[src/rtl/lcd_write_sequencer_pkg.sv]
// Shared types and constants for the HD44780 4-bit write sequencer.
// Holds the FSM state enums, the init command bytes and the code-field bit positions.
package lcd_write_sequencer_pkg;

    typedef enum logic [2:0] {
        PWR_WAIT,
        INIT,
        IDLE,
        SET_ADDR_HI,
        SET_ADDR_LO,
        WR_HI,
        WR_LO
    } seq_state_t;

    typedef enum logic [1:0] {
        N_IDLE,
        N_SETUP,
        N_PULSE,
        N_WAIT
    } nib_phase_t;

    localparam logic [7:0] CMD_FUNC_SET   = 8'h28;
    localparam logic [7:0] CMD_DISP_ON    = 8'h0C;
    localparam logic [7:0] CMD_ENTRY_MODE = 8'h06;
    localparam logic [7:0] CMD_CLEAR      = 8'h01;
    localparam logic [7:0] CMD_SET_DDRAM  = 8'h80;

    localparam int CODE_RS_BIT = 5;
    localparam int CODE_RW_BIT = 4;

    localparam logic [3:0] INIT_LAST_IDX = 4'd11;

    // Four wake-up nibbles (3,3,3,2), then each init command high nibble first.
    function automatic logic [3:0] init_nibble(input logic [3:0] idx);
        logic [3:0] n;
        case (idx)
            4'd0, 4'd1, 4'd2: n = 4'h3;
            4'd3:             n = 4'h2;
            4'd4:             n = CMD_FUNC_SET[7:4];
            4'd5:             n = CMD_FUNC_SET[3:0];
            4'd6:             n = CMD_DISP_ON[7:4];
            4'd7:             n = CMD_DISP_ON[3:0];
            4'd8:             n = CMD_ENTRY_MODE[7:4];
            4'd9:             n = CMD_ENTRY_MODE[3:0];
            4'd10:            n = CMD_CLEAR[7:4];
            4'd11:            n = CMD_CLEAR[3:0];
            default:          n = 4'h0;
        endcase
        return n;
    endfunction

endpackage

[src/rtl/lcd_write_sequencer_nibble_writer.sv]
// Drives one nibble onto the LCD bus: setup cycle, E pulse, then a post-E wait.
// ready also rises in the last wait cycle so the sequencer can advance without a bubble.
module lcd_nibble_writer
    import lcd_write_sequencer_pkg::*;
#(
    parameter int E_PULSE_CYC = 12,
    parameter int CW          = 20
) (
    input  logic          clk,
    input  logic          rst_n,
    input  logic          start,
    input  logic          rs_in,
    input  logic [3:0]    nibble,
    input  logic [CW-1:0] wait_cyc,
    output logic          e,
    output logic [3:0]    d,
    output logic          rs,
    output logic          ready
);

    nib_phase_t    phase;
    logic [CW-1:0] cnt;
    logic [CW-1:0] wait_q;

    always_ff @(posedge clk or negedge rst_n) begin
        if (!rst_n) begin
            phase  <= N_IDLE;
            cnt    <= '0;
            wait_q <= '0;
            d      <= 4'h0;
            rs     <= 1'b0;
        end else if (ready && start) begin
            phase  <= N_SETUP;
            cnt    <= '0;
            wait_q <= wait_cyc;
            d      <= nibble;
            rs     <= rs_in;
        end else begin
            case (phase)
                N_SETUP: begin
                    phase <= N_PULSE;
                    cnt   <= CW'(E_PULSE_CYC - 1);
                end
                N_PULSE: begin
                    if (cnt == '0) begin
                        phase <= N_WAIT;
                        cnt   <= wait_q - 1'b1;
                    end else begin
                        cnt <= cnt - 1'b1;
                    end
                end
                N_WAIT: begin
                    if (cnt == '0) phase <= N_IDLE;
                    else           cnt   <= cnt - 1'b1;
                end
                default: phase <= N_IDLE;
            endcase
        end
    end

    assign e     = (phase == N_PULSE);
    assign ready = (phase == N_IDLE) || ((phase == N_WAIT) && (cnt == '0));

endmodule

[src/rtl/lcd_write_sequencer.sv]
// Two-requester HD44780 write sequencer: power-on init, then round-robin
// granted transactions of DDRAM address set followed by one character code pair.
//
// state       | meaning
// PWR_WAIT    | power-on delay before any bus activity
// INIT        | 4-bit wake-up nibbles and init commands
// IDLE        | arbitrate requests
// SET_ADDR_HI | DDRAM address command, high nibble
// SET_ADDR_LO | DDRAM address command, low nibble
// WR_HI       | character code high nibble
// WR_LO       | character code low nibble
module lcd_write_sequencer
    import lcd_write_sequencer_pkg::*;
#(
    parameter int INIT_WAIT_CYC  = 750000,
    parameter int E_PULSE_CYC    = 12,
    parameter int CMD_WAIT_CYC   = 2000,
    parameter int CLEAR_WAIT_CYC = 82000
) (
    input  logic       clk,
    input  logic       rst_n,
    input  logic [1:0] req,
    input  logic [6:0] addr0,
    input  logic [6:0] addr1,
    input  logic [5:0] code0_hi,
    input  logic [5:0] code0_lo,
    input  logic [5:0] code1_hi,
    input  logic [5:0] code1_lo,
    output logic [1:0] gnt,
    output logic       done,
    output logic       busy,
    output logic       init_done,
    output logic       lcd_rs,
    output logic       lcd_rw,
    output logic       lcd_e,
    output logic [3:0] lcd_d
);

    localparam int MAX_WAIT = (INIT_WAIT_CYC > CLEAR_WAIT_CYC) ? INIT_WAIT_CYC : CLEAR_WAIT_CYC;
    localparam int MAX_CYC  = (MAX_WAIT > E_PULSE_CYC) ? MAX_WAIT : E_PULSE_CYC;
    localparam int CW       = $clog2(MAX_CYC + 1);

    seq_state_t    state, state_nx;
    logic [CW-1:0] pwr_cnt;
    logic [3:0]    init_idx;
    logic          started;
    logic          prio;
    logic [6:0]    addr_q;
    logic [4:0]    hi_q, lo_q;
    logic [1:0]    gnt_pick;
    logic [7:0]    ddram;
    logic          pwr_end, nib_fin, sending;
    logic          nib_start, nib_rs, nib_ready;
    logic [3:0]    nib_d;
    logic [CW-1:0] nib_wait;
    logic          rw_unused;

    // The RW field of incoming codes is intentionally dropped; the bus is write-only.
    assign rw_unused = ^{code0_hi[CODE_RW_BIT], code0_lo[CODE_RW_BIT],
                         code1_hi[CODE_RW_BIT], code1_lo[CODE_RW_BIT]};

    assign pwr_end  = (pwr_cnt == CW'(INIT_WAIT_CYC - 1));
    assign nib_fin  = started & nib_ready;
    assign gnt_pick = (req == 2'b11) ? (prio ? 2'b10 : 2'b01) : req;
    assign ddram    = CMD_SET_DDRAM | {1'b0, addr_q};
    assign busy     = (state != IDLE);
    assign lcd_rw   = 1'b0;

    always_ff @(posedge clk or negedge rst_n) begin
        if (!rst_n) state <= PWR_WAIT;
        else        state <= state_nx;
    end

    always_comb begin
        state_nx = state;
        case (state)
            PWR_WAIT:    if (pwr_end) state_nx = INIT;
            INIT:        if (nib_fin && init_idx == INIT_LAST_IDX) state_nx = IDLE;
            IDLE:        if (req != 2'b00) state_nx = SET_ADDR_HI;
            SET_ADDR_HI: if (nib_fin) state_nx = SET_ADDR_LO;
            SET_ADDR_LO: if (nib_fin) state_nx = WR_HI;
            WR_HI:       if (nib_fin) state_nx = WR_LO;
            WR_LO:       if (nib_fin) state_nx = IDLE;
            default:     state_nx = PWR_WAIT;
        endcase
    end

    always_comb begin
        nib_rs   = 1'b0;
        nib_d    = 4'h0;
        nib_wait = CW'(CMD_WAIT_CYC);
        sending  = 1'b1;
        case (state)
            INIT: begin
                nib_d = init_nibble(init_idx);
                if (init_idx == INIT_LAST_IDX) nib_wait = CW'(CLEAR_WAIT_CYC);
            end
            SET_ADDR_HI: nib_d = ddram[7:4];
            SET_ADDR_LO: nib_d = ddram[3:0];
            WR_HI:       {nib_rs, nib_d} = hi_q;
            WR_LO:       {nib_rs, nib_d} = lo_q;
            default:     sending = 1'b0;
        endcase
        nib_start = sending & nib_ready & ~started;
    end

    always_ff @(posedge clk or negedge rst_n) begin
        if (!rst_n) begin
            pwr_cnt   <= '0;
            init_idx  <= 4'd0;
            started   <= 1'b0;
            prio      <= 1'b0;
            addr_q    <= 7'h00;
            hi_q      <= 5'h00;
            lo_q      <= 5'h00;
            gnt       <= 2'b00;
            done      <= 1'b0;
            init_done <= 1'b0;
        end else begin
            gnt  <= 2'b00;
            done <= (state == WR_LO) && nib_fin;
            if (state == PWR_WAIT && !pwr_end) pwr_cnt <= pwr_cnt + 1'b1;
            if (nib_start)    started <= 1'b1;
            else if (nib_fin) started <= 1'b0;
            if (state == INIT && nib_fin) begin
                init_idx <= init_idx + 4'd1;
                if (init_idx == INIT_LAST_IDX) init_done <= 1'b1;
            end
            if (state == IDLE && req != 2'b00) begin
                gnt  <= gnt_pick;
                prio <= gnt_pick[0];
                if (gnt_pick[1]) begin
                    addr_q <= addr1;
                    hi_q   <= {code1_hi[CODE_RS_BIT], code1_hi[3:0]};
                    lo_q   <= {code1_lo[CODE_RS_BIT], code1_lo[3:0]};
                end else begin
                    addr_q <= addr0;
                    hi_q   <= {code0_hi[CODE_RS_BIT], code0_hi[3:0]};
                    lo_q   <= {code0_lo[CODE_RS_BIT], code0_lo[3:0]};
                end
            end
        end
    end

    lcd_nibble_writer #(
        .E_PULSE_CYC (E_PULSE_CYC),
        .CW          (CW)
    ) u_nibble (
        .clk      (clk),
        .rst_n    (rst_n),
        .start    (nib_start),
        .rs_in    (nib_rs),
        .nibble   (nib_d),
        .wait_cyc (nib_wait),
        .e        (lcd_e),
        .d        (lcd_d),
        .rs       (lcd_rs),
        .ready    (nib_ready)
    );

endmodule

[config.mk]
export PLATFORM = sky130hd
export DESIGN_NAME = lcd_write_sequencer
export DESIGN_NICKNAME = d
export VERILOG_FILES = /design/src/rtl/lcd_write_sequencer_pkg.sv /design/src/rtl/lcd_write_sequencer_nibble_writer.sv /design/src/rtl/lcd_write_sequencer.sv
export SDC_FILE = /design/constraint.sdc
export NUM_CORES = 1
export LEC_CHECK = 0
export CAP_MARGIN = 20
export CORE_MARGIN = 2
export CORE_UTILIZATION = 29
export DETAILED_ROUTE_END_ITERATION = 10
export PLACE_DENSITY_LB_ADDON = 0.05
export RECOVER_POWER = 100
export SYNTH_ARGS = -nofsm -noshare
export SYNTH_HDL_FRONTEND = slang
export SYNTH_HIERARCHICAL = 1
export SYNTH_SLANG_ARGS = --single-unit
[constraint.sdc]
create_clock -name clk -period 4.05 [get_ports clk]
set_input_delay 0.81 -clock clk [delete_from_list [all_inputs] [get_ports clk]]
set_output_delay 0.81 -clock clk [all_outputs]
set_load 0.05 [all_outputs]
==> impl_metrics.toml, run 1 <==
[setup_path]
worst_r2r_path_depth = 14
arrival_ns = 3.82
path_max_fanout = 12
cp-end-kind = "register"
r2r_slack_ns = 0.43
critical_path_class = "register to register"
critPathLaunchType = "register"
crit_required_ns = 4.25

[cts]
clk-insertion-delay-late_ns = 0.35
cts-root-buf = "clkbuf_16"
cts_tree = "done"
cts_buffer_depth = 2
cts_made_buffers = 9
cts_sinks = 97
cts_hold_buffers = 0
cts_max_level = 3
post_cts_buffers = 0
post_cts_resized = 0
clkTransAtPathRegs_ns = 0.07

[global_routing]
grt_pass1_vias = 4256
grt_util_all_layers_pct = 14.3
use_met3_pct = 3.10
grt.overflow.total = 0
busiest_layer = "met2"
gr-usage-met2_pct = 22.4
grtUsageMet1_pct = 20.4
antenna_found_initial = 0
grt_max_degree = 43
grt_pass1_wl_um = 22800

[die]
die-area_sq_um = 20500
io_pins = 54
rows = 50
die_h_um = 143
dieWidth_um = 143
coreArea_sq_um = 18900
start_util_pct = 29.8

[logic_synthesis]
synth-edff-count = 0
yosysSeqAreaShare_pct = 43.1
synthArstFlopShare_pct = 100
dominantRegCellSynth = "dfrtp_1"
yosysWarnings = 6
avgSynthCellArea_sq_um = 9.96
synth_seq_cells = 97
syn-cell-area_sq_um = 5630
synth_cell_types = 66
netlist_instances = 565

[run]
cap_violations = 2

[finish]
drive_above_1_share_pct = 7.85
fillers = 1986
areaGrowthSynthToFinish_pct = 16.9
nets = 677
final_common_cell = "dfrtp_1"
mostFrequentLayoutCells = "97 x dfrtp_1, 63 x nand2_1, 49 x o21ai_0, 39 x nor2_1, 37 x xnor2_1"
finalInstanceArea_sq_um = 6580
fin_util_pct = 34.8
antenna_cells = 0

[sta]
rsz0062_at_grt = "no"
clock_skew_ns = 0.00888
final.setup.tns_ns = 0
finalHoldViolations = 0
max_freq_mhz = 276
tightest_slew_ns = 2.36
fin_crit_sh_pct = 89.4
setup_ws_ns = 0.430
relSlewSlack_pct = -57.3
finalMaxSlewViolations = 79
setup_viol = 0
min_period_ns = 3.62

[outcome]
violations = "capacitance limit, slew limit"
status = "complete, but fails checks"

[place]
dp_slack_ns = 0.342
place_congestion = 0.765
hpwl_um = 9930
port-buffer-count = 48
dpl_cell_area_sq_um = 6420

[detailed_routing]
postRouteAntennaNets = 0
drtIter0Drc = 290
routed_wl_um = 13600
via_per_inst = 4.81
dr.pass1.iters = 4
wl_per_cell_um = 15.4
drc = 0
dr_total_vias = 4254

[power]
power.leakage_nw = 2.94
p_per_area_nw_per_um2 = 295
peakVddDrop_mv = 0.190

[hold_path]
hp-class = "register to register"
hold_depth = 1
[cell type report]
class	count	area [sq um]	area share, %
Clock buffer	13	260	3.95
Sequential cell	97	2430	36.9
Inverter	14	52.6	0.798
Timing Repair Buffer	56	526	7.98
Multi-Input combinational cell	442	2980	45.2
Tap cell	260	325	4.94
Clock inverter	2	13.8	0.209
[stage by stage]
step | hold slack (ns) | instances | power [mW]
global route | 0.508 | 884 | 2.05
CTS | 0.472 | 884 | 2.00
global placement | 0.464 | 869 | 1.15
detailed placement | 0.470 | 869 | 1.15
finish | 0.478 | 884 | 1.94
floorplan | 0.444 | 578 | 1.08
[state kept, by name, indices dropped and copies added, names as in the netlist]
signal and flops:
pwr_cnt 20, u_nibble/cnt 20, u_nibble/wait_q 20, addr_q 7
hi_q 5, lo_q 5, init_idx 4, u_nibble/d 4
state 3, gnt 2, u_nibble/phase 2, done 1
init_done 1, prio 1, started 1, u_nibble/rs 1
[where the power goes]
group          leakage (nW)  internal [mW]  switching (mW)
Sequential             1.28          0.990          0.0169
Clock                 0.136          0.448           0.370
Combinational          1.53         0.0606          0.0575
Total                  2.94           1.50           0.444
[Yosys cell counts, types with 3 or more instances]
cell type,number,area (sq um)
dfrtp_1,97,2430
nand2_1,62,233
o21ai_0,49,245
nor2_1,38,143
xnor2_1,37,324
mux2_4,20,300
mux2i_1,18,180
clkbuf_1,16,60.1
nor3_1,16,80.1
ha_1,15,188
inv_1,14,52.6
a21oi_1,11,55.1
nand3_1,10,50.1
nor4_1,10,62.6
mux2_2,9,101
a22o_1,8,70.1
and3_1,8,50.1
xor2_1,8,70.1
or3_1,7,43.8
a22oi_1,6,45.0
and2_1,6,37.5
o211ai_1,6,45.0
or2_2,6,37.5
nor2b_1,5,31.3
o221ai_1,5,43.8
o22ai_1,5,31.3
or4_1,5,37.5
a221o_1,4,40.0
buf_2,4,20.0
nand4_1,4,25.0
o31ai_1,4,30.0
and3b_1,3,26.3
buf_6,3,33.8
nand4b_1,3,26.3
or3b_2,3,26.3
[worst paths after layout]
check / from / to
max: u_nibble/cnt[8]$_DFFE_PN0P_ / u_nibble/cnt[4]$_DFFE_PN0P_
min: pwr_cnt[17]$_DFFE_PN0P_ / pwr_cnt[17]$_DFFE_PN0P_
max reg2reg: u_nibble/cnt[8]$_DFFE_PN0P_ / u_nibble/cnt[4]$_DFFE_PN0P_
min reg2reg: pwr_cnt[17]$_DFFE_PN0P_ / pwr_cnt[17]$_DFFE_PN0P_
max in group asynchronous: rst_n / u_nibble/wait_q[0]$_DFFE_PN0N_
min in group asynchronous: rst_n / pwr_cnt[4]$_DFFE_PN0P_
[metal layers]
layer,part of all wire [%],up-vias
li1,-,2118
met1,50,2046
met2,45,75
met3,3.4,15
met4,1.3,0
met5,0,-
[worst max-delay path, cell delays in order, from the launching register on]
cell	delay [ns]
dfrtp_1	0.46
or4_4	0.60
or3_4	0.40
nor4_4	0.35
a21o_4	0.19
inv_1	0.05
nor4_1	0.27
buf_4	0.19
nand2_1	0.12
and2_0	0.22
o21ai_0	0.08
buf_4	0.21
nor2_1	0.05
o21ai_0	0.15
o311ai_0	0.15
[cell families after synthesis]
| logic type | share of synthesized area [%] |
|---|---|
| other cells | 0.133 |
| simple gates | 19.2 |
| mux | 10.3 |
| flops | 43.1 |
| fa+ha+maj | 3.33 |
| compound gates | 13.7 |
| xor+xnor | 7.00 |
| buf+inv | 3.16 |
Power figures use the tool's default switching activity.
==> inputs of run 2 (changes only) <==
--- a/config.mk
+++ b/config.mk
@@ -7,7 +7,7 @@
 export LEC_CHECK = 0
 export CAP_MARGIN = 20
 export CORE_MARGIN = 2
-export CORE_UTILIZATION = 29
+export CORE_UTILIZATION = 53
 export DETAILED_ROUTE_END_ITERATION = 10
 export PLACE_DENSITY_LB_ADDON = 0.05
 export RECOVER_POWER = 100
==> impl_metrics.toml, run 2 (synthesis results as in run 1) <==
[setup_path]
crit_required_ns = 4.30
arrival_ns = 4.01
critical_path_class = "register to register"
worst_r2r_path_depth = 12
cp-end-kind = "register"
critPathLaunchType = "register"
r2r_slack_ns = 0.29
path_max_fanout = 8

[cts]
cts_sinks = 97
cts_made_buffers = 9
clkTransAtPathRegs_ns = 0.11
cts_hold_buffers = 0
clk-insertion-delay-late_ns = 0.38
cts_buffer_depth = 2
cts-root-buf = "clkbuf_8"
cts_tree = "done"
cts_max_level = 3
post_cts_buffers = 0

[sta]
min_period_ns = 3.76
final.setup.tns_ns = 0
setup_viol = 0
tightest_slew_ns = 2.41
rsz0062_at_grt = "no"
relSlewSlack_pct = -60.8
max_freq_mhz = 266
clock_skew_ns = 0.0148
fin_hold_ws_ns = 0.483
fin_crit_sh_pct = 92.9
finalMaxSlewViolations = 45
finalHoldViolations = 0
setup_ws_ns = 0.289

[finish]
nets = 674
mostFrequentLayoutCells = "97 x dfrtp_1, 63 x nand2_1, 47 x o21ai_0, 39 x nor2_1, 37 x xnor2_1"
fin_util_pct = 61.2
layout.cells.non_filler = 758
drive_above_1_share_pct = 8.04
areaGrowthSynthToFinish_pct = 12.2
largestRegisters = "pwr_cnt: 20 flops, u_nibble/cnt: 20 flops, u_nibble/wait_q: 20 flops"
final_common_cell = "dfrtp_1"
fillers = 937
finalInstanceArea_sq_um = 6320
antenna_cells = 0

[detailed_routing]
dr.pass1.iters = 4
dr.max_layer_used = "met4"
via_per_inst = 5.61
met2_wirelength_um = 5630
dr_total_vias = 4254
wl_per_cell_um = 15.3
postRouteAntennaNets = 0
m1WireLength_um = 5370
drtIter0Drc = 154
routed_wl_um = 11600
route.met3.wl_um = 359
drc = 0

[hold_path]
hp-class = "register to register"
hold_depth = 1

[global_routing]
antenna_found_initial = 0
grt_pass1_wl_um = 20200
grt.overflow.total = 0
grt_max_degree = 45
grt_util_all_layers_pct = 22.2
grt_pass1_vias = 4335

[outcome]
violations = "capacitance limit, slew limit"
status = "complete, but fails checks"

[die]
io_pins = 54
die-area_sq_um = 11500
coreArea_sq_um = 10300
die_h_um = 107
start_util_pct = 54.5
dieWidth_um = 107
rows = 37

[power]
peakVddDrop_mv = 0.147
p_per_area_nw_per_um2 = 271
power.leakage_nw = 2.89
power_mw = 1.71

[place]
hpwl_um = 8540
dpl_cell_area_sq_um = 6240
dp_slack_ns = 0.0399
dp.cells = 742
place_congestion = 0.843
port-buffer-count = 48

[run]
cap_violations = 1
[run 2: changes by cell type in the layout (fill, tap and decap cells not counted), sizes merged]
cell and delta:
inv +2, clkinv +1, clkbuf -4, dlygate4sd3 -1
clkinvlp +2, buf -3, clkdlybuf4s50 +1
[run 2: path summary, 6_finish.rpt]
check,startpoint,to
setup / recovery,u_nibble/cnt[8]$_DFFE_PN0P_,u_nibble/cnt[16]$_DFFE_PN0P_
hold / removal,pwr_cnt[17]$_DFFE_PN0P_,pwr_cnt[17]$_DFFE_PN0P_
setup reg to reg,u_nibble/cnt[8]$_DFFE_PN0P_,u_nibble/cnt[16]$_DFFE_PN0P_
hold reg to reg,pwr_cnt[17]$_DFFE_PN0P_,pwr_cnt[17]$_DFFE_PN0P_
max in group asynchronous,rst_n,u_nibble/cnt[1]$_DFFE_PN0P_
min in group asynchronous,rst_n,u_nibble/cnt[9]$_DFFE_PN0P_
[run 2: worst max-delay path, stage by stage (launching register included)]
cell	delay, ns
dfrtp_1	0.49
or4_4	0.59
or3_1	0.45
nor4_4	0.38
a21o_4	0.19
inv_1	0.07
nor4_2	0.36
nand2_1	0.18
nand2_1	0.14
o21bai_1	0.34
o21ai_0	0.21
nand2_1	0.10
o221ai_1	0.11
[run 2: layout make-up]
| cell class | count | area, sq um | area share (%) |
|---|---|---|---|
| Sequential cell | 97 | 2430 | 38.4 |
| Timing Repair Buffer | 53 | 503 | 7.96 |
| Multi-Input combinational cell | 442 | 2990 | 47.3 |
| Tap cell | 136 | 170 | 2.69 |
| Clock buffer | 9 | 124 | 1.96 |
| Inverter | 14 | 52.6 | 0.832 |
| Clock inverter | 7 | 53.8 | 0.852 |
[run 2: metal layers]
metal | vias up | GRT usage (%)
li1 | 2116 | -
met1 | 2043 | 28.6
met2 | 77 | 37.3
met3 | 18 | 3.04
met4 | 0 | 10.1
met5 | - | 0
[run 2: timing repair]
item | CTS | global route
resized for setup | 1 | 2
cloned | 0 | 0
endpoints found under the setup margin | 3 | 10
hold endpoints to repair | 0 | 0
pin swaps | 0 | 0
[run 2: power breakdown]
part           leakage (nW)  switching [mW]  internal (mW)  total [mW]
registers              1.28          0.0155          0.989        1.00
logic                  1.52          0.0536         0.0607       0.114
clock network        0.0875           0.365          0.229       0.594
==> inputs of run 3 (changes only) <==
==> constraint.sdc (replaced) <==
create_clock -name clk -period 4.05 [get_ports clk]
set_input_delay 0.81 -clock clk [delete_from_list [all_inputs] [get_ports clk]]
set_output_delay 0.81 -clock clk [all_outputs]
set_load 0.1 [all_outputs]
==> impl_metrics.toml, run 3 (synthesis results as in run 1) <==
[outcome]
status = "complete, but fails checks"
violations = "capacitance limit, slew limit"

[cts]
cts_hold_buffers = 0
cts_max_level = 3
post_cts_resized = 1
clkTransAtPathRegs_ns = 0.10
cts_tree = "done"
clk-insertion-delay-late_ns = 0.37
cts_buffer_depth = 2
cts-root-buf = "clkbuf_8"
cts_sinks = 97
post_cts_buffers = 0
cts_made_buffers = 9

[power]
peakVddDrop_mv = 0.145
power.leakage_nw = 2.89
power_mw = 1.70
p_per_area_nw_per_um2 = 270

[finish]
nets = 674
layout.cells.non_filler = 758
register_area_sq_um = 2430
drive_above_1_share_pct = 7.88
largestRegisters = "pwr_cnt: 20 flops, u_nibble/cnt: 20 flops, u_nibble/wait_q: 20 flops"
finalInstanceArea_sq_um = 6300
fin_util_pct = 61.0
antenna_cells = 0
mostFrequentLayoutCells = "97 x dfrtp_1, 63 x nand2_1, 47 x o21ai_0, 39 x nor2_1, 37 x xnor2_1"
fillers = 958
multi_input_area_sq_um = 2990
final_common_cell = "dfrtp_1"
areaGrowthSynthToFinish_pct = 12.0

[setup_path]
crit_required_ns = 4.30
path_max_fanout = 8
critPathLaunchType = "register"
crit_path_top_delay_cell = "or4_1"
cp-end-kind = "register"
crit_chain = "or4_1, or3_1, nor4_4, a21o_4, inv_1, nor4_2, nand2_1, nand2_1, o21bai_1, o21ai_0, nand2_1, o221ai_1"
arrival_ns = 4.00
critical_path_class = "register to register"
max_stage_delay_ns = 0.62
crit_family = "simple AND/OR/NAND/NOR gates"
cp_common_cell = "nand2_1"
cp_num_buf_inv = 1

[detailed_routing]
dr_total_vias = 4258
dr.pass1.iters = 4
wl_per_cell_um = 15.5
drc = 0
postRouteAntennaNets = 0
routed_wl_um = 11800
via_per_inst = 5.62
drtIter0Drc = 172

[place]
place_congestion = 0.838
dp.cells = 742
dpl_cell_area_sq_um = 6240
hpwl_um = 8610
port-buffer-count = 48

[sta]
tightest_slew_ns = 2.46
finalMaxSlewViolations = 45
relSlewSlack_pct = -64.2
max_freq_mhz = 267
fin_crit_sh_pct = 92.6
rsz0062_at_grt = "no"
finalHoldViolations = 0
clock_skew_ns = 0.0142
setup_viol = 0
min_period_ns = 3.75

[die]
io_pins = 54
coreArea_sq_um = 10300
dieWidth_um = 107
start_util_pct = 54.5
rows = 37
die-area_sq_um = 11500
die_h_um = 107

[global_routing]
grt.overflow.total = 0
grt_util_all_layers_pct = 22.5
grt_pass1_wl_um = 20500
grt_pass1_vias = 4373
antenna_found_initial = 0
grt_max_degree = 45

[hold_path]
hp-class = "register to register"

[run]
cap_violations = 2
run 3: layout make-up:
cell class,count,area share [%]
multi-input cells,442,47.5
flip-flops and latches,97,38.5
repair buffers,53,7.78
well taps,136,2.70
clock buffers,10,2.03
inverters,14,0.834
clock inverters,6,0.675
run 3: worst reg2reg max path: stages, from the launching register on:
cell and delay [ns]:
dfrtp_1 0.48, or4_1 0.62, or3_1 0.47, nor4_4 0.37, a21o_4 0.20, inv_1 0.06, nor4_2 0.36, nand2_1 0.19
nand2_1 0.14, o21bai_1 0.34, o21ai_0 0.20, nand2_1 0.10, o221ai_1 0.11
run 3: metrics by stage:
step	worst slack, ns	hold slack, ns	setup TNS (ns)
finish	0.301	0.487	0
global route	0.0490	0.496	0
CTS	0.0115	0.435	0
detailed placement	-0.000102	0.468	-0.000102
global placement	0.151	0.460	0
floorplan	0.0451	0.444	0
run 3: layer usage:
layer	up-vias	share of wire, %	track usage [%]
met5	-	0	0
met4	0	2.0	8.63
met3	17	3.6	3.47
met2	90	49	38.3
met1	2041	45	28.9
li1	2110	-	-
run 3: power by group:
group	switching (mW)	leakage, nW	internal, mW
clock network	0.351	0.0831	0.226
logic	0.0560	1.53	0.0609
registers	0.0158	1.28	0.989
total	0.422	2.89	1.28
run 3: worst paths after layout:
kind | slack (ns) | startpoint | end | cells past startpoint
hold / removal | 0.49 | addr_q[4]$_DFFE_PN0P_ | addr_q[4]$_DFFE_PN0P_ | 2
setup reg to reg | 0.30 | u_nibble/cnt[8]$_DFFE_PN0P_ | u_nibble/cnt[16]$_DFFE_PN0P_ | 12
setup / recovery | 0.30 | u_nibble/cnt[8]$_DFFE_PN0P_ | u_nibble/cnt[16]$_DFFE_PN0P_ | 12
min in group asynchronous | 1.18 | rst_n | u_nibble/cnt[2]$_DFFE_PN0P_ | 1
hold reg to reg | 0.49 | addr_q[4]$_DFFE_PN0P_ | addr_q[4]$_DFFE_PN0P_ | 2
max in group asynchronous | 1.09 | rst_n | u_nibble/cnt[1]$_DFFE_PN0P_ | 2
